$ cat src/rtl/spi_cmd_receiver.sv
// SPI (mode 0, MSB first) command receiver: synchronizes the pins, assembles
// DATA_WIDTH-bit words, buffers them in a small FIFO and delivers each one with
// a single-cycle latch_data strobe. A status word is shifted out on miso.
module spi_cmd_receiver #(
  parameter int unsigned DATA_WIDTH      = 32,
  parameter int unsigned FIFO_DEPTH      = 4,
  parameter int unsigned FIFO_ADDR_WIDTH = 2
) (
  input  logic                       clock,
  input  logic                       reset_n,
  input  logic                       sclk,
  input  logic                       mosi,
  input  logic                       ss_n,
  output logic                       miso,
  input  logic                       hold_n,
  input  logic                       clear_errors,
  output logic [DATA_WIDTH-1:0]      cmd_data,
  output logic                       latch_data,
  output logic [FIFO_ADDR_WIDTH:0]   fifo_count,
  output logic                       overflow,
  output logic                       frame_error
);

  localparam int unsigned CNT_W = $clog2(DATA_WIDTH);
  localparam int unsigned CW    = FIFO_ADDR_WIDTH + 1;
  localparam logic [CNT_W-1:0] LAST_BIT   = CNT_W'(DATA_WIDTH - 1);
  localparam logic [CW-1:0]    FULL_COUNT = CW'(FIFO_DEPTH);

  typedef enum logic [1:0] {
    WAIT_IDLE,
    IDLE,
    SHIFT
  } state_e;

  state_e                     state_q;
  logic [2:0]                 sclk_sync_q;
  logic [1:0]                 mosi_sync_q;
  logic [1:0]                 ss_sync_q;
  logic [1:0]                 sync_warm_q;
  logic [CNT_W-1:0]           bit_count_q;
  logic [DATA_WIDTH-1:0]      shift_q;
  logic [DATA_WIDTH-1:0]      miso_sr_q;
  logic                       miso_q;
  logic                       word_valid_q;

  logic [DATA_WIDTH-1:0]      mem_q [FIFO_DEPTH];
  logic [FIFO_ADDR_WIDTH-1:0] wr_ptr_q;
  logic [FIFO_ADDR_WIDTH-1:0] rd_ptr_q;
  logic [CW-1:0]              count_q;
  logic [CW-1:0]              count_d;
  logic [DATA_WIDTH-1:0]      cmd_q;
  logic                       latch_q;
  logic                       overflow_q;
  logic                       overflow_d;
  logic                       frame_error_q;
  logic                       frame_error_d;

  logic                       rise_c;
  logic                       fall_c;
  logic                       mosi_s;
  logic                       ss_s;
  logic                       word_done_c;
  logic                       frame_abort_c;
  logic                       full_c;
  logic                       pop_c;
  logic                       push_c;
  logic                       overflow_evt_c;
  logic [DATA_WIDTH-1:0]      status_c;

  assign rise_c = sclk_sync_q[1] & ~sclk_sync_q[2];
  assign fall_c = ~sclk_sync_q[1] & sclk_sync_q[2];
  assign mosi_s = mosi_sync_q[1];
  assign ss_s   = ss_sync_q[1];

  // A rise completing the word takes precedence over a same-cycle deselect.
  assign word_done_c   = (state_q == SHIFT) && rise_c && (bit_count_q == LAST_BIT);
  assign frame_abort_c = (state_q == SHIFT) && ss_s && !word_done_c &&
                         (rise_c || (bit_count_q != '0));

  assign full_c         = (count_q == FULL_COUNT);
  assign pop_c          = (count_q != '0) && hold_n && !latch_q;
  assign push_c         = word_valid_q && (!full_c || pop_c);
  assign overflow_evt_c = word_valid_q && full_c && !pop_c;

  // Status word shifted out on miso: flags, zeros, 3-bit fill level, zeros.
  always_comb begin
    status_c                   = '0;
    status_c[DATA_WIDTH-1]     = overflow_q;
    status_c[DATA_WIDTH-2]     = frame_error_q;
    status_c[DATA_WIDTH-6 -: 3] = 3'(count_q);
  end

  // Two-flop pin synchronizers; third sclk flop for edge detection.
  // sync_warm_q marks when the synchronizers hold real pin samples again.
  always_ff @(posedge clock) begin
    if (!reset_n) begin
      sclk_sync_q <= 3'b000;
      mosi_sync_q <= 2'b00;
      ss_sync_q   <= 2'b11;
      sync_warm_q <= 2'b00;
    end else begin
      sclk_sync_q <= {sclk_sync_q[1:0], sclk};
      mosi_sync_q <= {mosi_sync_q[0], mosi};
      ss_sync_q   <= {ss_sync_q[0], ss_n};
      sync_warm_q <= {sync_warm_q[0], 1'b1};
    end
  end

  // Frame state machine: bit assembly, word completion and miso shifting.
  always_ff @(posedge clock) begin
    if (!reset_n) begin
      state_q      <= WAIT_IDLE;
      bit_count_q  <= '0;
      shift_q      <= '0;
      miso_sr_q    <= '0;
      miso_q       <= 1'b0;
      word_valid_q <= 1'b0;
    end else begin
      word_valid_q <= 1'b0;
      case (state_q)
        WAIT_IDLE: begin
          miso_q <= 1'b0;
          if (sync_warm_q[1] && ss_s) begin
            state_q <= IDLE;
          end
        end
        IDLE: begin
          miso_q <= 1'b0;
          if (!ss_s) begin
            state_q     <= SHIFT;
            bit_count_q <= '0;
            miso_sr_q   <= status_c;
            miso_q      <= status_c[DATA_WIDTH-1];
          end
        end
        SHIFT: begin
          if (rise_c) begin
            shift_q <= {shift_q[DATA_WIDTH-2:0], mosi_s};
            if (word_done_c) begin
              word_valid_q <= 1'b1;
              bit_count_q  <= '0;
              miso_sr_q    <= status_c;
              miso_q       <= status_c[DATA_WIDTH-1];
            end else begin
              bit_count_q <= bit_count_q + CNT_W'(1);
            end
          end else if (fall_c && (bit_count_q != '0)) begin
            // Only advance once the current word has seen a rise, so the
            // trailing fall of the previous word leaves the new MSB in place.
            miso_q    <= miso_sr_q[DATA_WIDTH-2];
            miso_sr_q <= {miso_sr_q[DATA_WIDTH-2:0], 1'b0};
          end
          if (ss_s) begin
            state_q     <= IDLE;
            bit_count_q <= '0;
            miso_q      <= 1'b0;
          end
        end
        default: state_q <= WAIT_IDLE;
      endcase
    end
  end

  // FIFO storage; contents need no reset since count gates every read.
  always_ff @(posedge clock) begin
    if (push_c) begin
      mem_q[wr_ptr_q] <= shift_q;
    end
  end

  // Next fill level and sticky flags; a new error beats a clear.
  always_comb begin
    count_d = count_q;
    case ({push_c, pop_c})
      2'b10:   count_d = count_q + CW'(1);
      2'b01:   count_d = count_q - CW'(1);
      default: count_d = count_q;
    endcase
    overflow_d    = overflow_q;
    frame_error_d = frame_error_q;
    if (clear_errors) begin
      overflow_d    = 1'b0;
      frame_error_d = 1'b0;
    end
    if (overflow_evt_c) begin
      overflow_d = 1'b1;
    end
    if (frame_abort_c) begin
      frame_error_d = 1'b1;
    end
  end

  // FIFO pointers, delivery strobe and error flag registers.
  always_ff @(posedge clock) begin
    if (!reset_n) begin
      wr_ptr_q      <= '0;
      rd_ptr_q      <= '0;
      count_q       <= '0;
      cmd_q         <= '0;
      latch_q       <= 1'b0;
      overflow_q    <= 1'b0;
      frame_error_q <= 1'b0;
    end else begin
      latch_q       <= pop_c;
      count_q       <= count_d;
      overflow_q    <= overflow_d;
      frame_error_q <= frame_error_d;
      if (push_c) begin
        wr_ptr_q <= wr_ptr_q + FIFO_ADDR_WIDTH'(1);
      end
      if (pop_c) begin
        cmd_q    <= mem_q[rd_ptr_q];
        rd_ptr_q <= rd_ptr_q + FIFO_ADDR_WIDTH'(1);
      end
    end
  end

  assign miso        = miso_q;
  assign cmd_data    = cmd_q;
  assign latch_data  = latch_q;
  assign fifo_count  = count_q;
  assign overflow    = overflow_q;
  assign frame_error = frame_error_q;

endmodule

$ cat config.mk
export PLATFORM = sky130hd
export DESIGN_NAME = spi_cmd_receiver
export DESIGN_NICKNAME = d
export VERILOG_FILES = /design/src/rtl/spi_cmd_receiver.sv
export SDC_FILE = /design/constraint.sdc
export NUM_CORES = 1
export LEC_CHECK = 0
export CORE_MARGIN = 1
export CORE_UTILIZATION = 59
export DETAILED_ROUTE_END_ITERATION = 7
export PLACE_DENSITY_LB_ADDON = 0.08
export REMOVE_ABC_BUFFERS = 1
export SLEW_MARGIN = 20
export SYNTH_ARGS = -nofsm -noshare
export SYNTH_HDL_FRONTEND = slang
export SYNTH_SLANG_ARGS = --single-unit
export TNS_END_PERCENT = 30
$ cat constraint.sdc
create_clock -name clock -period 2.7 [get_ports clock]
set_clock_uncertainty 0.05 [all_clocks]
set_input_delay 0.27 -clock clock [delete_from_list [all_inputs] [get_ports clock]]
set_output_delay 0.27 -clock clock [all_outputs]
set_load 0.01 [all_outputs]
; Yosys cells after proc, flatten, opt, wreduce, memory -nomap -nowiden
; Memory sizes are Yosys's and may differ from the RTL's. A register that Yosys moved wholly into a read port is not among the register bits.
; Index checks and enable logic that the tools add are counted.
[totals]
ff_bits = 91
mem_bits_rw = 128
inputBits = 7
output_inout_bits = 39
wordCells = 102
mem_count = 1
[memory_table]
columns = memory, depth, word_bits, rd, rd_clocked_by_memory_dff, write_ports, line_no
row1 = mem_q, 4, 32, 1, 1, 1, 46  ; logic [DATA_WIDTH-1:0] mem_q [FIFO_DEPTH];
[classes]
addsub = 5
eq_ne = 14
n_mux = 28
n_bitwise = 4
n_reduce_logical = 33
[ops]
columns = operator, count
row1 = two-way mux 31 bit, 4
row2 = case mux 31 bit (2 select lines), 1
row3 = two-way mux 5 bit, 4
row4 = logical AND 1 bit, 12
row5 = two-way mux 1 bit, 12
row6 = AND reduction 3 bit, 4
row7 = case mux 5 bit (2 select lines), 1
row8 = nonzero test 2 bit, 4
row9 = two-way mux 2 bit, 3
row10 = "!= test 2 bit, second input constant", 3
row11 = "!= test 3 bit, second input constant", 2
row12 = case mux 2 bit (3 select lines), 1
row13 = case mux 3 bit (2 select lines), 1
row14 = nonzero test 3 bit, 2
row15 = "adder 5 x 1 -> 5 bit, second input constant", 1
row16 = "equality test 5 bit, second input constant", 1
row17 = logical NOT 1 bit, 5
row18 = nonzero test 5 bit, 1
row19 = "adder 2 x 1 -> 2 bit, second input constant", 2
row20 = "equality test 2 x 1 -> 1 bit, second input constant", 2
row21 = "equality test 2 bit, second input constant", 2
row22 = "!= test 4 x 3 -> 1 bit, second input constant", 1
row23 = "!= test 4 bit, second input constant", 1
row24 = AND reduction 4 bit, 1
row25 = other kinds (10), 13

; Longest topological paths before layout
[logic_depth]
depth_word = 8
ltp_mapped = 7
mapped_depth_nobuf = 7

; Worst setup path before layout
; No wires, ideal clock.
[synth_path]
path_kind = flip-flop to flip-flop
from = register count_q[2], in the netlist fifo_count[2]
to = memory mem_q[0][0] (enable)
setup_ps = 404
arrival_time_ps = 1637
t_required_ps = 2246
path_slack_ps = 609
path_stages_with_launch = 4
path_buffers = 0
period_less_slack_ps = 2091
cell_sequence = dfxtp_1 or3b_2 o21a_1 and2_1
[synth_via]
elab_chain_cells = 7
word_cells_on_any_way = 9
cone_classes = eq/ne (1) / mux (2) / reduce/logical (6)
[synth_lines]
columns = element, line_no
row1 = from (decl), 49  ; logic [CW-1:0] count_q;
row2 = from (signal assigned), 205  ; count_q <= count_d;
row3 = nonzero test 3 bit, 81  ; assign pop_c = (count_q != '0) && hold_n && !latch_q;
row4 = logical AND 1 bit (2 in series), 81
row5 = logical OR 1 bit (*), 82  ; assign push_c = word_valid_q && (!full_c || pop_c);
row6 = logical AND 1 bit (*), 82
row7 = two-way mux 1 bit (*), 166  ; if (push_c) begin
row8 = two-way mux 1 bit (implied by the code) (*), 167  ; mem_q[wr_ptr_q] <= shift_q;
row9 = to (decl), 46
; Every way passes the cells marked *; elsewhere a longest branch is shown, timed or not.

; Worst setup path in the final report
[layout_path]
from = register count_q[0], in the netlist fifo_count[0]
to = register count_q[2], in the netlist fifo_count[2]
[layout_via]
elab_chain_cells = 7
word_cells_on_any_way = 13
cone_classes = add/sub (2) / eq/ne (3) / mux (1) / reduce/logical (7)
[layout_lines]
columns = element, line_no
row1 = nonzero test 3 bit, 81
row2 = logical AND 1 bit (2 in series), 81
row3 = logical OR 1 bit, 82
row4 = logical AND 1 bit, 82
row5 = equality test 2 x 1 -> 1 bit or equality test 2 bit (tied branches), 174  ; case ({push_c, pop_c})
row6 = case mux 3 bit (2 select lines) or nonzero test 2 bit (tied branches), n/a
; Several ways; a longest one is shown, not always the timed one.
; A chain may end at the register's enable or synchronous reset.

==> metrics.md <==
| Metric | Value |
|---|---|
| Worst slew pin tran | between 0.5 and 0.6 ns |
| Combinational power share | 3.4% |
| Post-Syn Area | about 8600 µm² |
| Pin count of the biggest net entering global routing | 44 |
| Flops & latches, synth | 227 |
| Crit path required time | around 3 ns |
| Post-synthesis sequential area ratio | between 60% and 70% |
| EDFF count, synth | 128 |
| Gr busiest metal | met2 |
| Avg Vias per Cell | between 5 and 6 |
| GRT Total Usage | 21.9% |
| Cts hold-fix bufs | 0 |
| Via count | 5039 |
| Core Area | 14000 µm² |
| Antenna violations before repair | 0 |
| Fmax | approximately 470 MHz |
| CP Data Arrival Time | approximately 2.5 ns |
| Critical path class | flop to flop |
| Distinct cells, synth | 52 |
| Setup crit start kind | flop |
| Mux contribution to synthesized area | roughly 10% |
| RSZ-0062 raised after global routing | false |
| Ys Warns | 0 |
| Setup TNS | 0 ns |
| CTS tree | done |
| First-pass DRT Iterations | 4 |
| ANT cells | 0 |
| Cells resized by post-CTS repair | 0 |
| P per Cell Area | ~680 nW/µm² |
| Clock buffer count from CTS | 22 |
| Cells after Synth | 642 |
| Endpoints failing hold | 0 |
| Final HPWL DP | around 9000 µm |
| Clock transition at path regs | ~0.06 ns |
| Layout area overhead | 15.9% |
| Wire length of the first global-routing pass | approximately 25000 µm |
| Worst VDD drop | approximately 490 µV |
| Die width | roughly 120 µm |
| DIE AREA | 15000 µm² |
| Initial Util | around 61% |
| Internal Pwr Total | ~5.4 mW |
| Clock Latency Late Sink | between 0.4 and 0.5 ns |
| CP max FO | 7 |
| Synthesized-area fraction occupied by adder cells | 1.84% |
| Clk root buf | clkbuf_16 |
| Vias in the first global route | 4985 |
| P_leak | about 3.3 nW |
| Final WS setup | ~0.58 ns |
| Worst Setup Slack post-DPL | between 0.2 and 0.3 ns |
| Die Y | 123 µm |
| Post-Synth XOR/XNOR Area | 0.306% |
| Ports | 46 |
| Switching power | ~1.3 mW |
| H-tree levels | 1 |
| Sequential power share | 54.3% |
| M1 GR Usage | 29.0% |
| Synth Area in Compound Gates | between 6 and 7% |
| Clock sink count | about 230 |
| Final wirelength | approximately 16000 µm |
| Wirelength per Cell | approximately 18 µm |
| Most frequent cells in the layout | 149 x nand2_1, 128 x edfxtp_1, 98 x dfxtp_1 |
| Tmin final | 2.12 ns |
| Mean Syn Cell Area | 13.4 µm² |
| Ys async rst share | 0% |
| Min-delay worst type | primary input to flop |
| Antenna-violating nets left | 0 |
| Endpoint type of the worst setup path | flop |
| Initial DRC count | 368 |
| Status | finished clean |
| Final core occ | between 70% and 80% |
| Reported max-cap violation count | 0 |
| Grt total ovfl | 0 |
| Prevailing post-synth register cell | edfxtp_1 |
| Period Utilization, post-route | roughly four fifths |
| Fin. max-slew vios | 0 |
| Sw Ratio | between 10% and 20% |
| Post-synthesis simple-gate area fraction | 10.9% |
| Fillcell total | 954 |
| Max Root-Sink Buffers | 3 |
| Setup Buffers After CTS | 0 |
| Row cnt | between 40 and 50 |
| Port buffer count | 45 |
| GP Congestion | around 0.85 |
| Share of cells above drive strength 1 | between 10% and 20% |
| Largest family of logic cells by synthesized area | simple AND/OR/NAND/NOR gates |
| Setup violators final | 0 |
| GR Util met3 | slightly below 3% |
| Clock power share | around 42% |
| Commonest non-fill, non-tap cell in the layout | nand2_1 |
| Max_slew headroom | 61.5% |
| Met2 Use GR | 37.2% |
| Fin nets | 707 |
| DRC | 0 |
cells in the mapped netlist (2+ instances only):
cell	n	area (µm²)
nor3_1	2	10.0
ha_1	11	138
xnor2_1	2	17.5
o21ai_0	4	20.0
or3_1	2	12.5
nand2b_1	9	56.3
edfxtp_1	128	3840
a21boi_0	2	15.0
nor2b_1	2	12.5
mux2i_1	12	120
mux4_2	32	721
a21oi_1	70	350
inv_1	13	48.8
buf_1	3	11.3
and3_1	5	31.3
a311oi_1	2	17.5
and2_1	11	68.8
buf_2	13	65.1
nand3b_1	4	30.0
a31oi_1	2	12.5
nand3_1	7	35.0
nand2_1	149	559
nor2_1	7	26.3
nand4_1	3	18.8
clkbuf_1	15	56.3
dfxtp_1	99	1980
o211ai_1	3	22.5
buf_4	6	45.0
worst max-delay path, stage by stage, from the launching register on:
cell and delay, ns:
dfxtp_1 0.37, nor3_1 0.41, or3_1 0.19, fa_1 0.24
or4b_1 0.44, a21o_1 0.19, a31oi_1 0.16
power by group through the flow:
| stage | registers (mW) | logic, mW | clock network (mW) |
|---|---|---|---|
| 6_report | 3.66 | 0.228 | 2.85 |
| 5_1_grt | 3.66 | 0.249 | 3.03 |
| 2_1_floorplan | 3.74 | 0.129 | 0 |
| 3_3_place_gp | 3.73 | 0.225 | 0 |
| 3_5_place_dp | 3.73 | 0.229 | 0 |
| 4_1_cts | 3.66 | 0.230 | 2.91 |
per-stage QoR:
stage	area, µm²	hold slack, ns	instances	power (mW)
3_3_place_gp	9260	0.359	844	3.96
6_report	9940	0.316	884	6.74
2_1_floorplan	8400	0.248	605	3.87
4_1_cts	9940	0.304	884	6.80
5_1_grt	9940	0.316	884	6.94
3_5_place_dp	9260	0.355	844	3.96
final timing paths:
check	startpoint	endpoint	slack (ns)	cells after the start
max	fifo_count[0]	fifo_count[2]	0.58	6
min	mosi	mosi_sync_q[0]	0.32	2
max reg2reg	fifo_count[0]	fifo_count[2]	0.58	6
min reg2reg	ss_sync_q[0]	ss_sync_q[1]	0.36	1
layout make-up:
cell class	count	area (µm²)	share of cell area, %
tap	180	225	2.26
clock inverter	7	31.3	0.315
sequential	227	5830	58.6
inverter	14	52.6	0.528
clock buffer	33	653	6.57
timing repair buffer	59	631	6.34
multi-input combinational	364	2520	25.4
cell families after synthesis:
kind of cell | Yosys count
AOI/OAI and AO/OA | 96
xor gates and xnor gates | 3
adders and majority gates | 12
buffers and inverters | 51
DFF | 227
muxes | 44
and+or+nand+nor | 209
metal layers:
layer	part of all wire [%]	up-vias
li1	-	2396
met1	43	2472
met2	49	138
met3	4.4	33
met4	3.4	0
met5	0	-
sequential cells by signal, summed over array words and instances, names as in the netlist, 2 cells and up:
name,cells
mem_q,128
cmd_data,32
shift_q,32
miso_sr_q,7
bit_count_q,5
fifo_count,3
sclk_sync_q,3
mosi_sync_q,2
rd_ptr_q,2
ss_sync_q,2
state_q,2
sync_warm_q,2
wr_ptr_q,2
No activity file was read; power rests on OpenSTA's default activity.
